File: config.mk
export PLATFORM = sky130hd
export DESIGN_NAME = uart_tx_fsm_flat
export DESIGN_NICKNAME = d
export VERILOG_FILES = /design/src/rtl/uart_tx_fsm_if.sv /design/src/rtl/uart_tx_fsm.sv /design/src/flat_wrapper.sv
export SDC_FILE = /design/constraint.sdc
export NUM_CORES = 1
export LEC_CHECK = 0
export CORE_UTILIZATION = 35
export CTS_CLUSTER_SIZE = 25
export DETAILED_ROUTE_END_ITERATION = 10
export PLACE_DENSITY = 0.67
export SLEW_MARGIN = 20
export SYNTH_ARGS = -nofsm -noshare
export SYNTH_HDL_FRONTEND = slang
export SYNTH_SLANG_ARGS = --single-unit
File: constraint.sdc
create_clock -name clk -period 4.5 [get_ports clk]
set_clock_uncertainty 0.15 [all_clocks]
set_input_delay 0.9 -clock clk [delete_from_list [all_inputs] [get_ports clk]]
set_output_delay 0.9 -clock clk [all_outputs]
set_load 0.03 [all_outputs]
File: src/rtl/uart_tx_fsm_if.sv
// Handshake/serializer bundle for the UART transmit frame sequencer.
// master = upstream source plus serializer, slave = uart_tx_fsm.
interface uart_tx_fsm_if #(
  parameter int unsigned DATA_WIDTH = 8
);
  logic [DATA_WIDTH-1:0] p_data;
  logic                  data_valid;
  logic                  par_en;
  logic                  par_typ;
  logic                  ser_data;
  logic                  ser_done;
  logic [DATA_WIDTH-1:0] ser_data_in;
  logic                  ser_en;
  logic                  tx_out;
  logic                  busy;

  modport master (
    output p_data, data_valid, par_en, par_typ, ser_data, ser_done,
    input  ser_data_in, ser_en, tx_out, busy
  );

  modport slave (
    input  p_data, data_valid, par_en, par_typ, ser_data, ser_done,
    output ser_data_in, ser_en, tx_out, busy
  );
endinterface

File: src/rtl/uart_tx_fsm.sv
// UART transmit frame sequencer: start, LSB-first data, optional parity, stop bit(s).
// Define UART_TX_STOP2_EN for a second stop bit (adds state STOP2).
module uart_tx_fsm #(
  parameter int unsigned DATA_WIDTH = 8
) (
  input  logic          clk,
  input  logic          rst,
  uart_tx_fsm_if.slave  bus
);
  localparam int unsigned STATE_W = 3;

  localparam logic [STATE_W-1:0] IDLE   = 3'd0;
  localparam logic [STATE_W-1:0] START  = 3'd1;
  localparam logic [STATE_W-1:0] DATA   = 3'd2;
  localparam logic [STATE_W-1:0] PARITY = 3'd3;
  localparam logic [STATE_W-1:0] STOP   = 3'd4;
`ifdef UART_TX_STOP2_EN
  localparam logic [STATE_W-1:0] STOP2  = 3'd5;
`endif

  logic [STATE_W-1:0]    state;
  logic [STATE_W-1:0]    state_nxt;
  logic                  accept_c;
  logic                  tx_c;
  logic                  ser_en_c;
  logic                  busy_c;
  logic [DATA_WIDTH-1:0] data_q;
  logic                  par_en_q;
  logic                  parity_q;
  logic                  parity_nxt_c;

  // State register
  always_ff @(posedge clk or negedge rst) begin
    if (!rst) state <= IDLE;
    else      state <= state_nxt;
  end

  // Next state and line decode; outputs depend only on state, latches and serializer bit
  always_comb begin
    state_nxt = state;
    accept_c  = 1'b0;
    tx_c      = 1'b1;
    ser_en_c  = 1'b0;
    busy_c    = 1'b1;
    case (state)
      IDLE: begin
        busy_c = 1'b0;
        if (bus.data_valid) begin
          accept_c  = 1'b1;
          state_nxt = START;
        end
      end
      START: begin
        tx_c      = 1'b0;
        ser_en_c  = 1'b1;
        state_nxt = DATA;
      end
      DATA: begin
        tx_c     = bus.ser_data;
        ser_en_c = 1'b1;
        if (bus.ser_done) state_nxt = par_en_q ? PARITY : STOP;
      end
      PARITY: begin
        tx_c      = parity_q;
        state_nxt = STOP;
      end
`ifdef UART_TX_STOP2_EN
      STOP: state_nxt = STOP2;
      STOP2: begin
        if (bus.data_valid) begin
          accept_c  = 1'b1;
          state_nxt = START;
        end else begin
          state_nxt = IDLE;
        end
      end
`else
      STOP: begin
        if (bus.data_valid) begin
          accept_c  = 1'b1;
          state_nxt = START;
        end else begin
          state_nxt = IDLE;
        end
      end
`endif
      default: begin
        busy_c    = 1'b0;
        state_nxt = IDLE;
      end
    endcase
  end

  assign parity_nxt_c = bus.par_typ ? ~^bus.p_data : ^bus.p_data;

  // Frame latches: captured only on acceptance so mid-frame input changes are invisible
  always_ff @(posedge clk or negedge rst) begin
    if (!rst) begin
      data_q   <= '0;
      par_en_q <= 1'b0;
      parity_q <= 1'b0;
    end else if (accept_c) begin
      data_q   <= bus.p_data;
      par_en_q <= bus.par_en;
      parity_q <= parity_nxt_c;
    end
  end

  assign bus.ser_data_in = data_q;
  assign bus.ser_en      = ser_en_c;
  assign bus.tx_out      = tx_c;
  assign bus.busy        = busy_c;
endmodule
File: src/flat_wrapper.sv
// flat-port wrapper written by rule: the top's interface ports become plain ports
module uart_tx_fsm_flat 
#(
  parameter int unsigned DATA_WIDTH = 8
)
  (clk, rst, bus_p_data, bus_data_valid, bus_par_en, bus_par_typ, bus_ser_data, bus_ser_done, bus_ser_data_in, bus_ser_en, bus_tx_out, bus_busy);
  uart_tx_fsm_if #(.DATA_WIDTH(DATA_WIDTH)) bus_i ();
  input  logic clk;
  input  logic rst;
  input wire logic [$bits(bus_i.p_data)-1:0] bus_p_data;
  input wire logic [$bits(bus_i.data_valid)-1:0] bus_data_valid;
  input wire logic [$bits(bus_i.par_en)-1:0] bus_par_en;
  input wire logic [$bits(bus_i.par_typ)-1:0] bus_par_typ;
  input wire logic [$bits(bus_i.ser_data)-1:0] bus_ser_data;
  input wire logic [$bits(bus_i.ser_done)-1:0] bus_ser_done;
  output wire logic [$bits(bus_i.ser_data_in)-1:0] bus_ser_data_in;
  output wire logic [$bits(bus_i.ser_en)-1:0] bus_ser_en;
  output wire logic [$bits(bus_i.tx_out)-1:0] bus_tx_out;
  output wire logic [$bits(bus_i.busy)-1:0] bus_busy;
  assign bus_i.p_data = bus_p_data;
  assign bus_i.data_valid = bus_data_valid;
  assign bus_i.par_en = bus_par_en;
  assign bus_i.par_typ = bus_par_typ;
  assign bus_i.ser_data = bus_ser_data;
  assign bus_i.ser_done = bus_ser_done;
  assign bus_ser_data_in = bus_i.ser_data_in;
  assign bus_ser_en = bus_i.ser_en;
  assign bus_tx_out = bus_i.tx_out;
  assign bus_busy = bus_i.busy;
  uart_tx_fsm #(.DATA_WIDTH(DATA_WIDTH)) u_core (.clk(clk), .rst(rst), .bus(bus_i));
endmodule
==> qor.txt <==
PLACEMENT
---------------------------------------------------------------------------------
Hpwl dp                                                                    815 um
Placer congestion estimate                                                  0.706
Count of input and output buffers                                              25

DRT
---------------------------------------------------------------------------------
Number of iterations in the first detailed-routing pass                         3
Metal3 WL                                                                   52 um
DRC Markers                                                                     0
Count of nets left with antenna violations after detail routing                 0
Total number of vias                                                          457
Metal1 wirelength                                                          534 um
DR WL met2                                                                 500 um
Via/cell ratio                                                               4.48
Routed Wire Length                                                        1090 um
Iteration-0 DRC count of the detailed router                                    2
Top layer in use                                                             met4
Routed WL per cell                                                        10.7 um

STA
---------------------------------------------------------------------------------
Summed negative setup slack over all endpoints                               0 ns
Tightest Pin Transition                                                  0.583 ns
Setup Viol. Count Final                                                         0
Unrepaired setup endpoints after global routing                                no
Maximum achievable frequency                                            0.297 GHz
Worst slew margin                                                           0.610
Endpoints failing hold                                                          0
Pins Over Slew Limit                                                            0
Clock period minus worst slack                                            3.37 ns
Final period utilization                                                    0.749

SETUP PATH
---------------------------------------------------------------------------------
Reg-to-Reg End                                                       u_core.bus.ser_data_in[0]$_DFFE_PN0P_
Critical R2R Launch                                                  u_core.state[1]$_DFFE_PN0P_
Reg2Reg Setup Slack                                                       2.72 ns
Critical Path Fanout Max                                                        1
Worst Setup End Kind                                                 primary output
Worst Setup Start Kind                                                 input port
Length in cells of the worst reg-to-reg path                                    3
Arrival time reported for the critical path endpoint                      2.32 ns
Startpoint-to-endpoint class of the critical path                       in -> out
CP required                                                               3.45 ns

LOGIC SYNTHESIS
---------------------------------------------------------------------------------
Post-synthesis instance area                                             634 um^2
Synthesized-area fraction occupied by ao, oa, aoi and oai cells            0.0355
Number of synthesized register bits                                            13
Post-synthesis adder-cell area fraction                                         0
Combinational family with the most area after synthesis              multiplexers
Sequential area share after synthesis                                       0.513
Synthesized-area fraction occupied by and/or/nand/nor cells                0.0907
Number of distinct library cells after synthesis                               20
Post-synth net total                                                           66
Gate count of the mapped netlist                                               51
Post-synthesis mux area share                                               0.181
Xor and xnor area share after synthesis                                     0.146
Warnings from Yosys                                                             0
Average size of a mapped cell                                           12.4 um^2

FINAL LAYOUT
---------------------------------------------------------------------------------
Post-layout nets                                                               93
Most common library cell in the layout ignoring fill and taps        sky130_fd_sc_hd__clkdlybuf4s50_1
Leading cell types in the layout, fill and taps excluded             sky130_fd_sc_hd__clkdlybuf4s50_1 (25), sky130_fd_sc_hd__dfrtp_1 (13), sky130_fd_sc_hd__mux2_2 (8), sky130_fd_sc_hd__xnor2_1 (7), sky130_fd_sc_hd__nor2_1 (4)
Post-Route Utilization                                                      0.541
Antenna diodes                                                                  0
Number of fillers in the final layout                                         153
Area Growth Syn to Fin                                                      45.8%
Area used by multi-input combinational logic                             288 um^2
Fraction of final layout cells with drive strength greater than 1           0.169
Combined flip-flop and latch cell area                                   325 um^2

FLOORPLANNING
---------------------------------------------------------------------------------
Area enclosed by the die boundary                                       1990 um^2
Effective utilization at floorplan                                          0.371
Overall die width                                                         44.6 um
Top-level port count                                                           26
Die extent in y                                                           44.6 um
Core box area                                                           1710 um^2
Row count                                                                      15

GLOBAL ROUTE
---------------------------------------------------------------------------------
Number of antenna violations at the first check in global routing               0
Via count of the first global-routing pass                                    456
Total gr overflow                                                               0
Largest net degree at the start of global routing                              14
GRT Util Overall                                                            0.131
Global-route wire length before repair                                    1890 um

CLOCK NETWORK
---------------------------------------------------------------------------------
Clock tree root driver cell                                          sky130_fd_sc_hd__clkbuf_4
H-tree levels                                                                   1
Count of instances resized after the clock tree is built                        0
Clock buffer count from CTS                                                     3
Number of clock sinks seen by CTS                                              13
Hold buffer count at CTS                                                        0
Post-CTS Repair Setup Buffers                                                   0
Register clock-pin slew on the reported worst setup and hold paths        0.08 ns
Clock latency on the worst-skew pair                                      0.27 ns
Deepest clock path buffer count                                                 2
CTS tree                                                                     done

POWER
---------------------------------------------------------------------------------
Max rail drop VDD                                                        0.305 mV
Power per cell area                                                   731 nW/um^2
Leakage component of the power                                           0.377 nW

WORST HOLD PATH
---------------------------------------------------------------------------------
Hold Path Origin                                                     u_core.bus.ser_data_in[3]$_DFFE_PN0P_
Endpoint, Worst Hold                                                 u_core.bus.ser_data_in[3]$_DFFE_PN0P_
Class of the worst hold path                                           reg -> reg
Cell count of the worst hold path                                               1

FLOW RUN
---------------------------------------------------------------------------------
Max Cap Violations                                                              0

OUTCOME
---------------------------------------------------------------------------------
Run status                                                              completed

-- layer usage --
metal  track usage  vias to the layer above
li1              -                      223
met1         0.190                      218
met2         0.182                       14
met3        0.0245                        2
met4        0.0727                        0
met5             0                        -
-- power by group --
part,leakage [nW],total (mW),internal (mW),switching [mW]
sequential,0.157,0.218,0.173,0.0449
clock,0.0150,0.0712,0.0343,0.0369
combinational,0.206,0.386,0.194,0.193
total,0.377,0.676,0.401,0.275
-- per-stage QoR --
step	std cells	hold WS, ns	power [mW]	cell area [um^2]	setup slack (ns)
6_report	102	0.361	0.676	925	1.13
5_1_grt	102	0.385	0.720	925	1.09
3_3_place_gp	98	0.343	0.607	898	1.15
2_1_floorplan	51	0.332	0.467	634	2.07
4_1_cts	102	0.366	0.687	925	1.12
3_5_place_dp	98	0.347	0.612	898	1.13
-- logic make-up (layout without fill, tap and decap cells) --
logic type,after synthesis,in the layout
AND/OR/NAND/NOR,11,11
buffers and inverters,4,30
multiplexers,10,10
AO/OA/AOI/OAI,4,4
XOR/XNOR,9,9
flip-flops,13,13
-- synthesized netlist by cell type --
master | number | area [um^2]
sky130_fd_sc_hd__xor2_1 | 1 | 8.76
sky130_fd_sc_hd__nand2_1 | 2 | 7.51
sky130_fd_sc_hd__mux2_4 | 1 | 15.0
sky130_fd_sc_hd__and2_1 | 1 | 6.26
sky130_fd_sc_hd__xnor2_1 | 7 | 61.3
sky130_fd_sc_hd__buf_4 | 1 | 7.51
sky130_fd_sc_hd__o21ai_0 | 1 | 5.00
sky130_fd_sc_hd__nand4b_1 | 1 | 8.76
sky130_fd_sc_hd__nand2b_1 | 1 | 6.26
sky130_fd_sc_hd__nor3b_1 | 1 | 7.51
sky130_fd_sc_hd__a22oi_1 | 1 | 7.51
sky130_fd_sc_hd__or2_2 | 1 | 6.26
sky130_fd_sc_hd__mux2i_1 | 1 | 10.0
sky130_fd_sc_hd__buf_2 | 2 | 10.0
sky130_fd_sc_hd__a21oi_1 | 2 | 10.0
sky130_fd_sc_hd__nor2_1 | 4 | 15.0
sky130_fd_sc_hd__dfrtp_1 | 13 | 325
sky130_fd_sc_hd__xnor3_1 | 1 | 22.5
sky130_fd_sc_hd__inv_1 | 1 | 3.75
sky130_fd_sc_hd__mux2_2 | 8 | 90.1
-- registers in the layout, indices dropped and copies added, names as in the netlist --
register	count
u_core.parity_q	1
u_core.state	3
u_core.par_en_q	1
u_core.bus.ser_data_in	8
-- final cells by class --
| type | instances | share of cell area |
|---|---|---|
| well taps | 25 | 0.0338 |
| repair buffers | 25 | 0.271 |
| inverters | 1 | 0.00406 |
| clock buffers | 4 | 0.0284 |
| flip-flops and latches | 13 | 0.352 |
| multi-input cells | 34 | 0.311 |
-- worst max path at each step --
stage                            start          to  slack, ns
after floorplan           bus_ser_data  bus_tx_out       2.07
after global routing      bus_ser_data  bus_tx_out       1.09
final                     bus_ser_data  bus_tx_out       1.13
after detailed placement  bus_ser_data  bus_tx_out       1.13
after CTS                 bus_ser_data  bus_tx_out       1.12
after global placement    bus_ser_data  bus_tx_out       1.15
-- worst max-delay path, stage by stage --
cell                              delay (ns)
sky130_fd_sc_hd__clkdlybuf4s50_1        0.40
sky130_fd_sc_hd__nor2_1                 0.09
sky130_fd_sc_hd__a22oi_1                0.06
sky130_fd_sc_hd__or2_2                  0.28
sky130_fd_sc_hd__clkdlybuf4s50_1        0.59
(Power assumes the default switching activity.)
